## src/rtl/fetch_pkg.sv

```systemverilog
// fetch_pkg: shared widths, reset/halt constants and FSM state type for the fetch stage.
package fetch_pkg;
    localparam int ADDR_W = 8;
    localparam int DATA_W = 8;
    localparam logic [ADDR_W-1:0] RESET_PC = 8'h00;
    localparam logic [DATA_W-1:0] HALT_OPCODE = 8'hFF;
    typedef enum logic [1:0] {IDLE, RUN, HALTED} state_t;
endpackage

```

## src/rtl/instruction_fetch.sv

```systemverilog
// instruction_fetch: PC, fetch FSM and registered IF/ID output with valid/ready handshake.
module instruction_fetch #(
    parameter int ADDR_W = fetch_pkg::ADDR_W,
    parameter int DATA_W = fetch_pkg::DATA_W,
    parameter logic [ADDR_W-1:0] RESET_PC = fetch_pkg::RESET_PC,
    parameter logic [DATA_W-1:0] HALT_OPCODE = fetch_pkg::HALT_OPCODE
) (
    input  logic              clk,
    input  logic              rst_n,
    input  logic              start,
    output logic [ADDR_W-1:0] instruction_address,
    input  logic [DATA_W-1:0] instruction_data,
    input  logic              redirect_valid,
    input  logic [ADDR_W-1:0] redirect_target,
    output logic              if_valid,
    input  logic              if_ready,
    output logic [DATA_W-1:0] if_instr,
    output logic [ADDR_W-1:0] if_pc,
    output logic              halted
);
    import fetch_pkg::*;

    state_t            state_q, state_d;
    logic [ADDR_W-1:0] pc_q, pc_d, ipc_q, ipc_d;
    logic [DATA_W-1:0] instr_q, instr_d;
    logic              valid_q, valid_d, halted_q;
    logic              load_en, is_halt;

    assign load_en = !valid_q || if_ready;
    assign is_halt = instruction_data == HALT_OPCODE;

    always_comb begin
        state_d = state_q;
        pc_d    = pc_q;
        valid_d = valid_q;
        instr_d = instr_q;
        ipc_d   = ipc_q;
        case (state_q)
            IDLE: begin
                pc_d    = redirect_valid ? redirect_target : pc_q;
                state_d = start ? RUN : IDLE;
            end
            RUN: begin
                // redirect flushes the output even while decode is stalling
                if (redirect_valid) begin
                    pc_d    = redirect_target;
                    valid_d = 1'b0;
                end else if (load_en) begin
                    instr_d = instruction_data;
                    ipc_d   = pc_q;
                    valid_d = 1'b1;
                    pc_d    = is_halt ? pc_q : pc_q + ADDR_W'(1);
                    state_d = is_halt ? HALTED : RUN;
                end
            end
            HALTED: begin
                pc_d    = redirect_valid ? redirect_target : pc_q;
                valid_d = valid_q && !if_ready && !redirect_valid;
                state_d = redirect_valid ? RUN : HALTED;
            end
            default: state_d = IDLE;
        endcase
    end

    always_ff @(posedge clk or negedge rst_n) begin
        if (!rst_n) begin
            state_q  <= IDLE;
            pc_q     <= RESET_PC;
            valid_q  <= 1'b0;
            instr_q  <= '0;
            ipc_q    <= '0;
            halted_q <= 1'b0;
        end else begin
            state_q  <= state_d;
            pc_q     <= pc_d;
            valid_q  <= valid_d;
            instr_q  <= instr_d;
            ipc_q    <= ipc_d;
            halted_q <= state_d == HALTED;
        end
    end

    assign instruction_address = pc_q;
    assign if_valid            = valid_q;
    assign if_instr            = instr_q;
    assign if_pc               = ipc_q;
    assign halted              = halted_q;
endmodule

```

## config.mk

```make
export PLATFORM = sky130hd
export DESIGN_NAME = instruction_fetch
export DESIGN_NICKNAME = d
export VERILOG_FILES = /design/src/rtl/fetch_pkg.sv /design/src/rtl/instruction_fetch.sv
export SDC_FILE = /design/constraint.sdc
export NUM_CORES = 1
export LEC_CHECK = 0
export CORE_MARGIN = 2
export CORE_UTILIZATION = 45
export DETAILED_ROUTE_END_ITERATION = 12
export HOLD_SLACK_MARGIN = 0.03
export PLACE_DENSITY = 0.79
export REMOVE_ABC_BUFFERS = 1
export SLEW_MARGIN = 20
export SYNTH_ARGS = -nofsm -noshare
export SYNTH_HDL_FRONTEND = slang
export SYNTH_SLANG_ARGS = --single-unit
```

## constraint.sdc

```tcl
create_clock -name clk -period 2.02 [get_ports clk]
set_input_delay 0.202 -clock clk [delete_from_list [all_inputs] [get_ports clk]]
set_output_delay 0.202 -clock clk [all_outputs]
set_load 0.1 [all_outputs]
```

After elaboration in Yosys (flattened, before gate mapping)
Index checks and enable logic that the tools add are counted.

Add/sub/neg operators: 1. Multiply operators: 0. Div/mod/pow operators: 0. $lt $le $gt $ge: 0. Equality and inequality tests: 7. Shift-type cells: 0. Mux-type cells: 14. Bitwise operators: 1. Reduce and logical (&&, ||, !) cells: 13.

Operator list (number): $mux 8 (4); $pmux 8 s2 (1); $add 8x1->8 const B (1); $eq 8x8->1 const B (1); $mux 2 (4); $ne 3x3->1 const B (2); $pmux 2 s3 (1); $eq 2x2->1 const B (2); $reduce_and 4->1 (1); $reduce_bool 2->1 (2); $logic_not 1->1 (3); $mux 1 (3); $reduce_and 3->1 (1); $eq 2x1->1 const B (1); $logic_and 1x1->1 (2); $logic_not 2->1 (1); $ne 2x1->1 const B (1); $pmux 1 s2 (1); $reduce_and 2->1 (1); $reduce_or 2->1 (1); $logic_or 1x1->1 (1); $not 1->1 (1).

Register bits: 28. Bits in latches: 0. Bits in writable memories: 0. Bits in read-only memories: 0. Input bits: 21. Output and inout port bits: 26. Word-level logic and storage cells: 42. Memories: 0.

Longest topological paths before layout
Gate-level depths: netlist of the first run.

Depth in word-level cells: 6. Depth in mapped cells: 7. Depth with buffers taken out: 6.

Worst setup path after synthesis of the first run
OpenSTA, ideal clock, no wires.

Path type: register -> register. Start point: reg valid_q, in the netlist if_valid. End point: reg instr_q[0], in the netlist if_instr[0]. Library setup time: 0.126 ns. Data arrival time: 1.952 ns. Data required time: 1.894 ns. Setup slack: -0.058 ns. Stages on the path, launching flop included: 5. Path buffers: 1. Period minus slack after synthesis: 2.078 ns. Cell sequence: dfrtp_1 -> nand2b_1 -> nand3_2 -> buf_2 -> mux2_2.

Cells in the longest elaborated chain, start to end: 3.

Ends and longest elaborated chain: from (decl) (RTL line instruction_fetch.sv:26) `logic valid_q, valid_d, halted_q;`; from (signal assigned) (RTL line instruction_fetch.sv:76) `valid_q <= valid_d;`; $logic_not 1->1 (RTL line instruction_fetch.sv:29) `assign load_en = !valid_q || if_ready;`; $logic_or 1x1->1 (RTL line instruction_fetch.sv:29); $reduce_and 3->1 (no source line); to (signal assigned) (RTL line instruction_fetch.sv:77) `instr_q <= instr_d;`; to (decl) (RTL line instruction_fetch.sv:25) `logic [DATA_W-1:0] instr_q, instr_d;`.

No other way between the ends. A chain may end at the register's enable or synchronous reset.

Final worst setup path of the first run
Start point: reg state_q[0]. End point: reg pc_q[5], in the netlist instruction_address[5].

Cells in the longest elaborated chain, start to end: 4. Elaborated cells on any way between the ends: 10. Classes of those cells: eq/ne: 5; mux: 1; reduce/logical: 4.

Ends and longest elaborated chain: from (decl) (RTL line instruction_fetch.sv:23) `state_t state_q, state_d;`; from (signal assigned) (RTL line instruction_fetch.sv:74) `state_q <= state_d;`; $eq 2x2->1 or $logic_not 2->1 (tied branches) (RTL line instruction_fetch.sv:38) `case (state_q)`; $reduce_or 2->1 (no source line); $ne 2x1->1 (no source line) or $reduce_bool 2->1 (tied branches); $reduce_and 4->1 (no source line); to (signal assigned) (RTL line instruction_fetch.sv:75) `pc_q <= pc_d;`; to (decl) (RTL line instruction_fetch.sv:24) `logic [ADDR_W-1:0] pc_q, pc_d, ipc_q, ipc_d;`.

Several ways; a longest one is shown, not always the timed one.

==> results of run 1 <==
-- cell type report --
cell class,instances,share of cell area (%)
inverter,6,1.16
timing repair buffer,52,23.4
multi-input combinational,87,34.4
clock buffer,4,1.88
sequential,28,36.3
tap,44,2.85
-- layer usage --
metal	wire, um	up-vias	share of wire [%]
met5	0	-	0
met4	40	0	1.2
met3	149	5	4.6
met2	1660	44	51
met1	1410	591	43
li1	-	572	-
-- synthesized netlist by cell type (all sizes together) --
library cell / instances / area [um2]
dfrtp: 28 / 701
mux2: 16 / 180
nand3: 7 / 40.0
nor3: 7 / 45.0
o21ai: 7 / 35.0
a2bb2oi: 6 / 52.6
buf: 6 / 42.5
inv: 6 / 22.5
ha: 5 / 62.6
nand2: 5 / 18.8
a21oi: 4 / 20.0
nor2: 4 / 15.0
and3: 3 / 18.8
o22ai: 3 / 18.8
a211oi: 2 / 15.0
a31oi: 2 / 12.5
nand2b: 2 / 20.0
nand4: 2 / 12.5
nor2b: 2 / 12.5
nor4: 2 / 18.8
or3: 2 / 12.5
a211o: 1 / 8.76
a22oi: 1 / 7.51
mux2i: 1 / 10.0
o221ai: 1 / 15.0
o31ai: 1 / 7.51
or2: 1 / 6.26
-- worst reg2reg max path, delay by kind of cell, from the launching register on --
family                   cells  cell delay, ps
AND/OR/NAND/NOR              2             610
flip-flops                   1             460
AO/OA/AOI/OAI                2             340
adder cells (fa/ha/maj)      1             260
buffers and inverters        1              80
-- stage by stage --
stage,std cells,utilization (%),TNS [ps]
2_1_floorplan,121,-,-61.4
3_3_place_gp,217,62.6,0
3_5_place_dp,217,62.6,0
4_1_cts,221,63.8,0
5_1_grt,221,63.9,0
6_report,221,63.9,0
-- final timing paths --
kind                                       from                                  to  slack [ps]  depth (start not counted)
max in group asynchronous                 rst_n                state_q[0]$_DFF_PN0_        1510                          2
hold reg to reg            if_pc[4]$_DFFE_PN0P_                if_pc[4]$_DFFE_PN0P_         530                          1
setup / recovery           state_q[0]$_DFF_PN0_  instruction_address[5]$_DFFE_PN0P_         170                          6
hold / removal                            rst_n                if_pc[6]$_DFFE_PN0P_         220                          2
min in group clk            instruction_data[0]             if_instr[0]$_DFFE_PN0P_         510                          2
setup reg to reg           state_q[0]$_DFF_PN0_  instruction_address[5]$_DFFE_PN0P_         170                          6
-- kinds of logic (layout without fill, tap and decap cells) --
group | count (synthesis) | in the layout | share of synthesized area (%)
AND/OR/NAND/NOR | 37 | 37 | 15.4
AO/OA/AOI/OAI | 28 | 28 | 13.5
flip-flops | 28 | 28 | 49.0
multiplexers | 17 | 17 | 13.3
buffers and inverters | 12 | 62 | 4.55
adder cells (fa/ha/maj) | 5 | 5 | 4.37
-- state kept, by name (all words and copies together) (netlist names) --
signal / cells
if_valid: 1
instruction_address: 8
halted: 1
state_q: 2
if_pc: 8
if_instr: 8
-- layout by cell type, fill, tap and decap left out, types with 4 or more instances in the layout --
cell type / Yosys / layout
ha_1: 5 / 5
buf_4: 0 / 31
a21oi_1: 4 / 4
nor2_1: 4 / 4
nand3_1: 6 / 6
inv_1: 6 / 6
dfrtp_1: 28 / 27
o21ai_0: 7 / 7
mux2_2: 16 / 16
nand2_1: 5 / 5
nor3_1: 5 / 5
clkdlybuf4s50_1: 0 / 20
a2bb2oi_1: 6 / 6
-- repair_timing --
action | 4_1_cts | 5_1_grt
gates resized for setup | 0 | 1
hold endpoints to repair | 0 | 0
setup buffers | 0 | 0
setup endpoints to repair | 0 | 1
==> impl_metrics.toml, run 1 <==
[global_routing]
antenna_found_initial = 0
grtUsageMet3_pct = 3.20
grt.busiest_layer = "met2"
grt_start_max_net_pins = 29
grt_util_met2_pct = 32.3
grt_pass1_vias = 1150
groute.layer.met1.usage_pct = 24.9
grt_pass1_wl_um = 5240
grt.total_usage_pct = 19.2
grt_remaining_overflow = 0

[placed_design]
place_hpwl_um = 2500
placed_area_um2 = 1900
dp_slack_ps = 84.5
place.gp.congestion = 0.795
port_buffers = 46

[final_layout]
multiInputGateArea_um2 = 666
regArea_um2 = 702
syn2layout_area_growth_pct = 35.1
diodes = 0
final_area_um2 = 1930
drive_gt1_share_pct = 33.9
fin_nets = 204
fillers = 249

[yosys]
ys.warnings.count = 0
ys_seq_area_share_pct = 49.0
synth.ff_latch_count = 28
yosys.cell_types.count = 32
synthCells = 127
avgSynthCellArea_um2 = 11.3
synthesis.area_um2 = 1430

[clocking]
cts_sinks = 28
postCtsHoldBufs = 0
cts.clk_slew.worst_paths_ps = 150
cts.path.max_buffers = 2
cts_max_level = 1
cts-root-buf = "clkbuf_4"
worstSkewPairLatency_ps = 330
tritoncts.num_buffers = 3
cts_tree = "done"

[worst_setup_path]
cp_data_arrival_time_ps = 2070
worstSetupPathType = "reg2reg"
cp_num_buf_inv = 1
slowest_delay_ps = 520
critical-path-top-delay-family = "simple AND/OR/NAND/NOR gates"
crit_chain = "inv_1 > ha_1 > or3_1 > a31oi_1 > nor3_1 > a2bb2oi_1"
crit_slowest_cell = "or3_1"
endpoint_kind = "flop"
worstPathMaxFanout = 7
crit_required_ps = 2240
worst_setup_path_start_kind = "flop"

[timing]
max_freq_ghz = 0.539
fin_hold_ws_ps = 216
fin_crit_sh_pct = 91.8
relSlewSlack_pct = 65.4
setup_viol = 0
final.setup.worst_slack_ps = 166
final.setup_skew_ps = 6.58
rsz0062_at_grt = "false"
slew_viol_final = 0
min_period_ps = 1850
hold_violations = 0
tightest_slew_ps = 515

[detailed_routing]
ant_nets = 0
drtIter0Drc = 33
num_vias = 1212
routed_wl_um = 3260
vias_per_cell = 5.48
drc = 0
drt_pass1_iterations = 4
post_drt_wl_per_cell_um = 14.8

[floorplanning]
core_um2 = 3030
num_rows = 20
pin_count = 47
die_w_um = 60.4
fp.dieH_um = 60.4
start_util_pct = 47.3
die_area_um2 = 3650

[flow_run]
maxCapViolCount = 0

[outcome]
outcome = "complete, no violations"

[min_path]
hold_class = "in2async"
Power of run 1 is left out: the tool's default activity adds up to more than one toggle a clock period on the data nets, which glitch-free logic cannot reach.
==> run 2: changes to the inputs <==
--- a/config.mk
+++ b/config.mk
@@ -7,10 +7,12 @@
 export LEC_CHECK = 0
 export CORE_MARGIN = 2
 export CORE_UTILIZATION = 45
+export CTS_CLUSTER_DIAMETER = 200
 export DETAILED_ROUTE_END_ITERATION = 12
 export HOLD_SLACK_MARGIN = 0.03
 export PLACE_DENSITY = 0.79
 export REMOVE_ABC_BUFFERS = 1
+export SKIP_CTS_REPAIR_TIMING = 1
 export SLEW_MARGIN = 20
 export SYNTH_ARGS = -nofsm -noshare
 export SYNTH_HDL_FRONTEND = slang
==> results of run 2 <==
The final DEF is identical to that of run 1; final timing and power are the same.
Power of run 2 is left out for the same reason.
==> run 3: changes to the inputs <==
--- a/config.mk
+++ b/config.mk
@@ -6,11 +6,11 @@
 export NUM_CORES = 1
 export LEC_CHECK = 0
 export CORE_MARGIN = 2
-export CORE_UTILIZATION = 45
+export CORE_UTILIZATION = 49
 export CTS_CLUSTER_DIAMETER = 200
 export DETAILED_ROUTE_END_ITERATION = 12
 export HOLD_SLACK_MARGIN = 0.03
-export PLACE_DENSITY = 0.79
+export PLACE_DENSITY = 0.85
 export REMOVE_ABC_BUFFERS = 1
 export SKIP_CTS_REPAIR_TIMING = 1
 export SLEW_MARGIN = 20
==> constraint.sdc (replaced) <==
create_clock -name clk -period 2.2 [get_ports clk]
set_input_delay 0.22 -clock clk [delete_from_list [all_inputs] [get_ports clk]]
set_output_delay 0.22 -clock clk [all_outputs]
set_load 0.1 [all_outputs]
==> run 3 against run 2 <==
Net effect: via count decreased by 4.9%; fmax decreased by 3.0%; highest routed layer unchanged; sequential share of layout area increased by 0.95 points; setup slack better by 120 ps; sequential cell count did not move; first-iteration DRC count down 21%; clock-buffer cell count did not move; routed wire length fell by 7.6%; clock skew decreased by 3.9 ps; critical path depth is the same.
==> impl_metrics.toml, run 3 (synthesized netlist as in run 1, its figures left out) <==
[flow_run]
maxCapViolCount = 0

[final_layout]
syn2layout_area_growth_pct = 31.5
multiInputGateArea_um2 = 666
diodes = 0
drive_gt1_share_pct = 32.2
fillers = 213
layout.cells.non_filler = 205
mostFrequentLayoutCells = "buf_4 (29), dfrtp_1 (28), clkdlybuf4s50_1 (20), mux2_2 (16), o21ai_0 (7)"
fin_nets = 201
regArea_um2 = 701
mostFrequentLayoutCell = "buf_4"

[clocking]
cts_sinks = 28
worstSkewPairLatency_ps = 330
cts-root-buf = "clkbuf_4"
cts_max_level = 1
tritoncts.num_buffers = 3
cts_tree = "done"
cts.clk_slew.worst_paths_ps = 140
cts.path.max_buffers = 2

[detailed_routing]
drc = 0
vias_per_cell = 5.62
num_vias = 1153
post_drt_wl_per_cell_um = 14.7
drtIter0Drc = 26
ant_nets = 0
drt_pass1_iterations = 4
routed_wl_um = 3010

[placed_design]
dpl.cell_count = 201
place.gp.congestion = 0.769
port_buffers = 46
place_hpwl_um = 2300

[worst_setup_path]
cp_data_arrival_time_ps = 2170
reg2reg_slack_ps = 290
worst_setup_path_start_kind = "flop"
worstSetupPathType = "reg2reg"
endpoint_kind = "flop"
crit_required_ps = 2460
worstPathMaxFanout = 11

[timing]
relSlewSlack_pct = 58.4
max_freq_ghz = 0.523
min_period_ps = 1910
final.setup_skew_ps = 2.70
setup-tns-final_ps = 0
fin_crit_sh_pct = 86.9
rsz0062_at_grt = "false"
slew_viol_final = 0
setup_viol = 0
tightest_slew_ps = 621
hold_violations = 0

[outcome]
outcome = "complete, no violations"

[global_routing]
grt_start_max_net_pins = 29
antenna_found_initial = 0
grt.total_usage_pct = 19.4
grt_pass1_wl_um = 5010
grt_pass1_vias = 1125
grt_remaining_overflow = 0

[floorplanning]
start_util_pct = 51.9
die_w_um = 58.0
fp.dieH_um = 58.0
pin_count = 47
die_area_um2 = 3370
num_rows = 19
core_um2 = 2760

[min_path]
hold_class = "in2async"
## run 3: cell count changes in the layout (fill, tap and decap cells not counted)
cell	before	now
dfrtp_2	1	0
buf_4	31	29
dfrtp_1	27	28
buf_12	1	0
## run 3: critical path, cell delays in order, from the launching register on
cell       delay, ps
dfrtp_1          440
inv_1            130
ha_1             280
nand2b_4          80
nor3_2           480
nor2_1           250
a2bb2oi_1        190
## run 3: final cells by class
class | instances | share of cell area (%)
Clock buffer | 4 | 1.93
Tap cell | 31 | 2.06
Multi-Input combinational cell | 87 | 35.4
Sequential cell | 28 | 37.2
Inverter | 6 | 1.20
Timing Repair Buffer | 49 | 22.2
## run 3: through the flow
stage	worst slack, ps	utilization (%)	instance area, um2	hold WS, ps
floorplan	119	-	1390	-75.6
finish	289	68.2	1880	245
CTS	298	68.2	1880	254
detailed placement	207	66.9	1850	497
global placement	260	66.9	1850	488
global route	81.2	68.2	1880	275
## run 3: path summary, 6_finish.rpt
check | from | endpoint | cells past startpoint
setup / recovery | state_q[1]$_DFF_PN0_ | instruction_address[6]$_DFFE_PN0P_ | 6
hold / removal | rst_n | if_pc[3]$_DFFE_PN0P_ | 2
setup reg to reg | state_q[1]$_DFF_PN0_ | instruction_address[6]$_DFFE_PN0P_ | 6
hold reg to reg | if_pc[4]$_DFFE_PN0P_ | if_pc[4]$_DFFE_PN0P_ | 1
max in group asynchronous | rst_n | state_q[1]$_DFF_PN0_ | 2
min in group clk | instruction_data[0] | if_instr[0]$_DFFE_PN0P_ | 2
## run 3: metal layers
layer,up-vias,global-route usage (%),part of all wire [%]
li1,561,-,-
met1,544,23.4,42
met2,43,34.6,49
met3,5,3.35,7.1
met4,0,6.98,1.5
met5,-,0,0
Power of run 3 is left out for the same reason.
